File: src/rtl/insn_encoder.sv
// insn_encoder: packs RV32I instruction fields into a 32-bit word, flags
// range, alignment and unknown-opcode errors, and buffers results in a
// 2-entry FIFO with valid/ready handshakes on both sides.
//
// Ports:
//   clk, reset_n          clock, asynchronous active-low reset
//   in_valid_i/in_ready_o request handshake
//   opcode_i, rd_i, rs1_i, rs2_i, funct3_i, funct7_i, imm_i  instruction fields
//   out_valid_o/out_ready_i output handshake
//   insn_o, err_o, err_code_o  head-of-FIFO entry
//   flush_i               synchronous FIFO clear (discards same-cycle input)
//   enc_count_o/err_count_o  saturating counts of accepted good/error items
module insn_encoder #(
  parameter int unsigned DWIDTH = 32
) (
  input  logic              clk,
  input  logic              reset_n,
  input  logic              in_valid_i,
  output logic              in_ready_o,
  input  logic [6:0]        opcode_i,
  input  logic [4:0]        rd_i,
  input  logic [4:0]        rs1_i,
  input  logic [4:0]        rs2_i,
  input  logic [2:0]        funct3_i,
  input  logic [6:0]        funct7_i,
  input  logic [DWIDTH-1:0] imm_i,
  output logic              out_valid_o,
  input  logic              out_ready_i,
  output logic [DWIDTH-1:0] insn_o,
  output logic              err_o,
  output logic [1:0]        err_code_o,
  input  logic              flush_i,
  output logic [15:0]       enc_count_o,
  output logic [15:0]       err_count_o
);

  localparam int unsigned CNT_W   = 16;
  localparam int unsigned DEPTH   = 2;
  localparam int unsigned OCC_W   = 2;

  localparam logic [6:0] OPC_LUI    = 7'b0110111;
  localparam logic [6:0] OPC_AUIPC  = 7'b0010111;
  localparam logic [6:0] OPC_JAL    = 7'b1101111;
  localparam logic [6:0] OPC_JALR   = 7'b1100111;
  localparam logic [6:0] OPC_BRANCH = 7'b1100011;
  localparam logic [6:0] OPC_LOAD   = 7'b0000011;
  localparam logic [6:0] OPC_STORE  = 7'b0100011;
  localparam logic [6:0] OPC_OP_IMM = 7'b0010011;
  localparam logic [6:0] OPC_OP     = 7'b0110011;
  localparam logic [6:0] OPC_SYSTEM = 7'b1110011;

  localparam logic [31:0] NOP_INSN  = 32'h0000_0013;

  localparam logic [1:0] ERR_NONE   = 2'b00;
  localparam logic [1:0] ERR_RANGE  = 2'b01;
  localparam logic [1:0] ERR_ALIGN  = 2'b10;
  localparam logic [1:0] ERR_OPC    = 2'b11;

  typedef struct packed {
    logic [DWIDTH-1:0] insn;
    logic              err;
    logic [1:0]        code;
  } entry_t;

  logic [31:0] imm32;
  logic [31:0] raw_insn;
  logic        range_err;
  logic        align_err;
  logic        opc_err;
  entry_t      enc_entry;

  entry_t           mem [DEPTH];
  logic             wr_ptr;
  logic             rd_ptr;
  logic [OCC_W-1:0] occ;
  logic [OCC_W-1:0] occ_nxt;
  logic             in_ready_q;
  logic             out_valid_q;
  logic [CNT_W-1:0] enc_cnt;
  logic [CNT_W-1:0] err_cnt;
  logic             push;
  logic             pop;

  assign imm32 = imm_i[31:0];

  // Field packing and error classification for one request.
  always_comb begin
    raw_insn  = '0;
    range_err = 1'b0;
    align_err = 1'b0;
    opc_err   = 1'b0;
    case (opcode_i)
      OPC_OP: begin
        raw_insn = {funct7_i, rs2_i, rs1_i, funct3_i, rd_i, opcode_i};
      end
      OPC_JALR, OPC_LOAD, OPC_SYSTEM: begin
        raw_insn  = {imm32[11:0], rs1_i, funct3_i, rd_i, opcode_i};
        range_err = (imm32[31:11] != {21{imm32[11]}});
      end
      OPC_OP_IMM: begin
        if (funct3_i == 3'b001 || funct3_i == 3'b101) begin
          // Shift-immediate: funct7 supplies the upper bits, shamt is 5 bits.
          raw_insn  = {funct7_i, imm32[4:0], rs1_i, funct3_i, rd_i, opcode_i};
          range_err = |imm32[31:5];
        end else begin
          raw_insn  = {imm32[11:0], rs1_i, funct3_i, rd_i, opcode_i};
          range_err = (imm32[31:11] != {21{imm32[11]}});
        end
      end
      OPC_STORE: begin
        raw_insn  = {imm32[11:5], rs2_i, rs1_i, funct3_i, imm32[4:0], opcode_i};
        range_err = (imm32[31:11] != {21{imm32[11]}});
      end
      OPC_BRANCH: begin
        raw_insn  = {imm32[12], imm32[10:5], rs2_i, rs1_i, funct3_i,
                     imm32[4:1], imm32[11], opcode_i};
        range_err = (imm32[31:12] != {20{imm32[12]}});
        align_err = imm32[0];
      end
      OPC_LUI, OPC_AUIPC: begin
        raw_insn  = {imm32[31:12], rd_i, opcode_i};
        range_err = |imm32[11:0];
      end
      OPC_JAL: begin
        raw_insn  = {imm32[20], imm32[10:1], imm32[11], imm32[19:12],
                     rd_i, opcode_i};
        range_err = (imm32[31:20] != {12{imm32[20]}});
        align_err = imm32[0];
      end
      default: begin
        opc_err = 1'b1;
      end
    endcase
  end

  // Highest-priority error wins; any error replaces the word with a NOP.
  always_comb begin
    enc_entry = '0;
    if (opc_err) begin
      enc_entry.code = ERR_OPC;
    end else if (align_err) begin
      enc_entry.code = ERR_ALIGN;
    end else if (range_err) begin
      enc_entry.code = ERR_RANGE;
    end else begin
      enc_entry.code = ERR_NONE;
    end
    enc_entry.err  = opc_err | align_err | range_err;
    enc_entry.insn = enc_entry.err ? DWIDTH'(NOP_INSN) : DWIDTH'(raw_insn);
  end

  // Handshakes in a flush cycle are ignored on both sides.
  assign push = in_valid_i & in_ready_q & ~flush_i;
  assign pop  = out_valid_q & out_ready_i & ~flush_i;

  always_comb begin
    occ_nxt = occ;
    if (flush_i) begin
      occ_nxt = '0;
    end else begin
      case ({push, pop})
        2'b10:   occ_nxt = occ + OCC_W'(1);
        2'b01:   occ_nxt = occ - OCC_W'(1);
        default: occ_nxt = occ;
      endcase
    end
  end

  // FIFO state; ready/valid flags are registered from next occupancy.
  always_ff @(posedge clk or negedge reset_n) begin
    if (!reset_n) begin
      occ         <= '0;
      wr_ptr      <= 1'b0;
      rd_ptr      <= 1'b0;
      in_ready_q  <= 1'b1;
      out_valid_q <= 1'b0;
      for (int i = 0; i < DEPTH; i++) begin
        mem[i] <= '0;
      end
    end else begin
      occ         <= occ_nxt;
      in_ready_q  <= (occ_nxt < OCC_W'(DEPTH));
      out_valid_q <= (occ_nxt != '0);
      if (flush_i) begin
        wr_ptr <= 1'b0;
        rd_ptr <= 1'b0;
      end else begin
        if (push) begin
          mem[wr_ptr] <= enc_entry;
          wr_ptr      <= ~wr_ptr;
        end
        if (pop) begin
          rd_ptr <= ~rd_ptr;
        end
      end
    end
  end

  // Saturating accept counters; flush only suppresses the push itself.
  always_ff @(posedge clk or negedge reset_n) begin
    if (!reset_n) begin
      enc_cnt <= '0;
      err_cnt <= '0;
    end else if (push) begin
      if (!enc_entry.err && enc_cnt != '1) begin
        enc_cnt <= enc_cnt + CNT_W'(1);
      end
      if (enc_entry.err && err_cnt != '1) begin
        err_cnt <= err_cnt + CNT_W'(1);
      end
    end
  end

  assign in_ready_o  = in_ready_q;
  assign out_valid_o = out_valid_q;
  assign insn_o      = mem[rd_ptr].insn;
  assign err_o       = mem[rd_ptr].err;
  assign err_code_o  = mem[rd_ptr].code;
  assign enc_count_o = enc_cnt;
  assign err_count_o = err_cnt;

endmodule

File: config.mk
export PLATFORM = sky130hd
export DESIGN_NAME = insn_encoder
export DESIGN_NICKNAME = d
export VERILOG_FILES = /design/src/rtl/insn_encoder.sv
export SDC_FILE = /design/constraint.sdc
export NUM_CORES = 1
export LEC_CHECK = 0
export CORE_UTILIZATION = 55
export CTS_CLUSTER_DIAMETER = 50
export DETAILED_ROUTE_END_ITERATION = 10
export DONT_BUFFER_PORTS = 1
export GPL_ROUTABILITY_DRIVEN = 1
export GPL_TIMING_DRIVEN = 0
export PLACE_DENSITY_LB_ADDON = 0.25
export SYNTH_ARGS = -nofsm -noshare
export SYNTH_HDL_FRONTEND = slang
export SYNTH_SLANG_ARGS = --single-unit
File: constraint.sdc
create_clock -name clk -period 2.9 [get_ports clk]
set_clock_uncertainty 0.15 [all_clocks]
set_input_delay 0.87 -clock clk [delete_from_list [all_inputs] [get_ports clk]]
set_output_delay 0.87 -clock clk [all_outputs]
set_load 0.005 [all_outputs]
# Word level (Yosys, flattened, before mapping)
# Index checks and enable logic that the tools add are counted.
# word_totals
out_inout_bits	69
latch_bits	0
romBits	0
ff_bits	108
memories	0
mem_bits_rw	0
# classes
order_cmp	4
eq_ne	19
shifts	0
n_reduce_logical	18
bitwise_logic	11
add_sub_neg	4
mul	0
mux	22
div	0
# op_table
operator	count
$pmux W32 S7	1
$mux W35	4
$bwmux W70	1
$mux W32	2
$demux W35 S1	1
$add A16 B1 Y16 const B	2
$ne A16 B16 Y1 const B	2
$eq A7 B7 Y1 const B	4
$reduce_or A27 Y1	1
$eq A7 B6 Y1 const B	3
$ne A20 B20 Y1	1
$ne A19 B19 Y1	1
$eq A7 B5 Y1 const B	2
$reduce_or A12 Y1	1
$ne A11 B11 Y1	1
$reduce_or A10 Y1	1
$mux W1	8
$eq A7 B2 Y1 const B	1
$mux W2	3
$reduce_and A2 Y1	3
$reduce_bool A2 Y1	3
$pmux W1 S5	1
$and A1 B1 Y1	4
$ge A2 B2 Y1 const B	2
other kinds (18)	25

# Longest topological paths before layout
# logic_depth
word_depth	8
mapped_depth	10
depth_no_buf	9

# Worst setup path after synthesis
# OpenSTA, ideal clock, no wires.
# synth_path
path_kind	input-to-reg
from	input imm_i[16]
to	register mem[2] (netlist name)
t_arrival_ns	3.141
setup_ns	0.125
path_buffers	2
stages	8
slack_ns	-0.516
required_time_ns	2.625
path_cell_list	or4_1 -> or4_1 -> or3_1 -> a22oi_2 -> o211ai_2 -> buf_2 -> clkbuf_1 -> mux2_2
# synth_via
elab_chain_len	5
word_cells_on_any_way	7
# synth_rtl
element	line	source
start, declared	26	input logic [DWIDTH-1:0] imm_i,
$ne A20 B20 Y1 / $reduce_or A27 Y1 (equally long branches)	-	
$mux W1	101	if (funct3_i == 3'b001 || funct3_i == 3'b101) begin
$pmux W1 S5 (*)	92	case (opcode_i)
$or A1 B1 Y1 (*)	148	enc_entry.err = opc_err | align_err | range_err;
$bwmux W70 (*)	189	mem[wr_ptr] <= enc_entry;
end signal, assigned by index	189	
end, declared	72	entry_t mem [DEPTH];
# Mark *: on every way between the ends. The rest lies on a longest branch, timed or not.
# A chain may end at the register's enable or synchronous reset.

# Worst setup path in the final report
# layout_path
from	input imm_i[16]
to	register enc_cnt[7], in the netlist enc_count_o[7]
# layout_via
elab_chain_len	7
word_cells_on_any_way	9
# layout_rtl
element	line	source
$ne A20 B20 Y1 / $reduce_or A27 Y1 (equally long branches)	-	
$mux W1	101	
$pmux W1 S5 (*)	92	
$or A1 B1 Y1 (*)	148	
$logic_not A1 Y1 (*)	205	if (!enc_entry.err && enc_cnt != '1) begin
$logic_and A1 B1 Y1 (*)	205	
$reduce_and A2 Y1 (no line) (*)	-	
end signal, assigned	206	enc_cnt <= enc_cnt + CNT_W'(1);
end, declared	79	logic [CNT_W-1:0] enc_cnt;
# Marks and branches as above.

==> key figures <==
GRT
  – Largest net degree at the start of global routing: 109
  – Initial antenna violation count: 0
  – All-Layer GR Usage: 29.9%
  – Gr ovfl total: 0
  – Global-route wire length before repair: 23600 um
  – Vias in the first global route: 4596

Die
  – Row count: 36
  – Core box area: 0.00982 mm^2
  – Initial Utilization: 56.9%
  – Die footprint: 0.0106 mm^2
  – Ports: 138
  – Die height: 103 um
  – Die W: 103 um

Place
  – Routability Congestion: 0.878
  – Place WS: -1.06 ns
  – Post-detail-place hpwl: 11000 um
  – Port bufs: 0
  – Placed cell count: 687
  – Post-placement cell area: 0.00580 mm^2

Drt
  – DR iter-0 viols: 426
  – Via count: 4658
  – DR pass1 iterations: 6
  – Antenna Nets Post-Route: 0
  – Wire length per cell: 21.9 um
  – # DRC: 0
  – Via density: 6.60
  – Post-Route WL: 15500 um

STA
  – RSZ-0062 raised after global routing: yes
  – Highest clock rate: 322 MHz
  – Max Transition Viols Final: 0
  – Fin worst setup slack: -0.208 ns
  – Final hold violations: 0
  – Hold Worst Slack: 0.0261 ns
  – Worst Tran Pin Value: 0.832 ns
  – Fin crit share: 107%
  – Final min period: 3.11 ns
  – Slew HR: 44.0%
  – Final setup vio count: 93

Final layout
  – Fin cells: 706
  – Most common cell after layout, fill and taps aside: dfrtp_1
  – Share of cells above drive strength 1: 24.8%
  – Layout area overhead: 14.5%
  – Diode count: 0
  – Commonest non-fill, non-tap cells in the layout: dfrtp_1 (107), nand2_1 (75), mux2_2 (40)
  – Nets@finish: 641
  – Fin area: 0.00640 mm^2
  – Utilization after layout: 65.2%
  – Filler cell count in the final layout: 814

Synthesis
  – Cell count after synthesis: 554
  – Leading area contributor after synthesis: dfrtp_1
  – Main area contributors after synthesis: dfrtp_1 (48%), mux2_2 (8.1%), o31ai_1 (6.7%)
  – Post-synthesis register bit count: 108
  – Yosys top cell area share: 47.9%
  – Avg Cell Area, Syn: 10.1 um^2
  – Syn_nets: 627
  – Warnings from Yosys: 0
  – Post-synth cell types: 45
  – Post-synthesis cell area: 0.00559 mm^2
  – Register area share after synthesis: 48.4%

Worst setup path
  – Req. time, crit path: 3.05 ns
  – Critical Path Sink Type: register
  – Setup crit start kind: primary input
  – Arr. time, crit path: 3.26 ns
  – WS Path Type: in2reg
  – CP Max Fanout: 10

Job
  – Maxcap violations: 0

Power
  – Power Density: 482 mW/mm^2
  – Peak VDD IR: 0.299 mV
  – Lkg Pwr: 2.64 nW

Min path
  – HP Class: in2async

Clock tree
  – CTS buffer count: 9
  – CTS root buf: clkbuf_8
  – TritonCTS Sinks: 108
  – Clock-pin slew of the registers on the worst-case setup and hold paths: 0.11 ns
  – Max Root-Sink Buffers: 2
  – Clock tree from TritonCTS: built
  – Clock Latency Late Sink: 0.38 ns
  – Hold-fix buffers, CTS: 0
  – H-tree depth: 3

Outcome
  – Failing checks: negative setup slack
  – Status: finished with violations
-- cells by family (layout without fill, tap and decap cells) --
family / after synthesis / in the layout / share of synthesized area, %
xor gates and xnor gates: 37 / 37 / 5.80
DFF: 108 / 108 / 48.4
muxes: 42 / 42 / 8.46
adders and majority gates: 4 / 4 / 0.895
buffers and inverters: 44 / 63 / 3.09
and+or+nand+nor: 207 / 207 / 18.6
AOI/OAI and AO/OA: 112 / 112 / 14.8
-- state kept, by name (all words and copies together) (netlist names) --
register / count
wr_ptr: 1
enc_count_o: 16
occ: 2
rd_ptr: 1
out_valid_o: 1
mem: 70
err_count_o: 16
in_ready_o: 1
-- synthesized netlist by cell type, drive strengths merged --
library cell  count
nor3             11
clkbuf           26
o22ai             1
or3b              1
a222oi           12
ha                4
a21oi             8
a31o              1
nand2b            7
nand4            16
xnor2            18
a221oi            1
and4              5
mux2             42
xor2             19
nand3            22
or2               1
o21ai            16
or4               5
a32o              1
and2              1
a32oi             1
inv               9
o21bai            1
a22oi            14
nand2            76
dfrtp           107
a41oi             1
nor2b             1
nand4b            1
o211ai            1
or3               6
dfstp             1
nor4             13
nand3b            1
nor2             28
buf               9
o31ai            50
a31oi             4
and3             12
-- power by group --
part	internal [mW]	switching, mW	leakage [nW]
registers	1.61	0.116	1.44
clock network	0.404	0.540	0.0958
logic	0.164	0.247	1.10
-- final timing paths --
kind                                             from                    endpoint  slack, ns  cells after the start
setup / recovery                            imm_i[16]  enc_count_o[7]$_DFFE_PN0P_      -0.21                      8
hold / removal                                reset_n         mem[15]$_DFFE_PN0P_       0.03                      0
setup reg to reg           enc_count_o[3]$_DFFE_PN0P_  enc_count_o[1]$_DFFE_PN0P_       0.06                      8
hold reg to reg                    mem[3]$_DFFE_PN0P_          mem[3]$_DFFE_PN0P_       0.32                      1
max in group asynchronous                     reset_n        in_ready_o$_DFF_PN1_       2.35                      0
min in group clk                   mem[3]$_DFFE_PN0P_          mem[3]$_DFFE_PN0P_       0.32                      1
-- area by class of cell --
| class | instances | area, um^2 | area share, % |
|---|---|---|---|
| inverters | 9 | 33.8 | 0.528 |
| clock buffers | 9 | 124 | 1.94 |
| well taps | 133 | 166 | 2.60 |
| plain buffers | 34 | 194 | 3.03 |
| flip-flops and latches | 108 | 2700 | 42.3 |
| repair buffers | 4 | 30.0 | 0.469 |
| multi-input cells | 402 | 3070 | 48.0 |
| clock inverters | 7 | 76.3 | 1.19 |
-- critical path, stage by stage --
cell,delay [ns]
or4_4,0.52
or4_4,0.46
or3_4,0.34
a22oi_2,0.24
o211ai_4,0.16
buf_12,0.19
nor4_2,0.30
xnor2_1,0.17
-- metrics by stage --
stage	total power [mW]	setup TNS [ns]
3_3_place_gp	2.12	-80.44
6_report	3.08	-14.14
4_1_cts	3.08	-13.64
3_5_place_dp	2.14	-90.48
2_1_floorplan	2.01	-25.01
5_1_grt	3.22	-18.68
-- timing repair --
| action | 4_1_cts | 5_1_grt |
|---|---|---|
| setup endpoints to repair | 123 | 96 |
| pin swaps | 3 | 2 |
| setup buffers | 4 | 0 |
| resized for setup | 32 | 48 |
-- layer usage --
metal  vias up  track usage (%)  wire, um
met2       196             49.0      7480
met5         -                0         0
li1       2075                -         -
met1      2359             36.0      5990
met4         0             13.0       390
met3        28             9.97      1620
(Power assumes the default switching activity.)
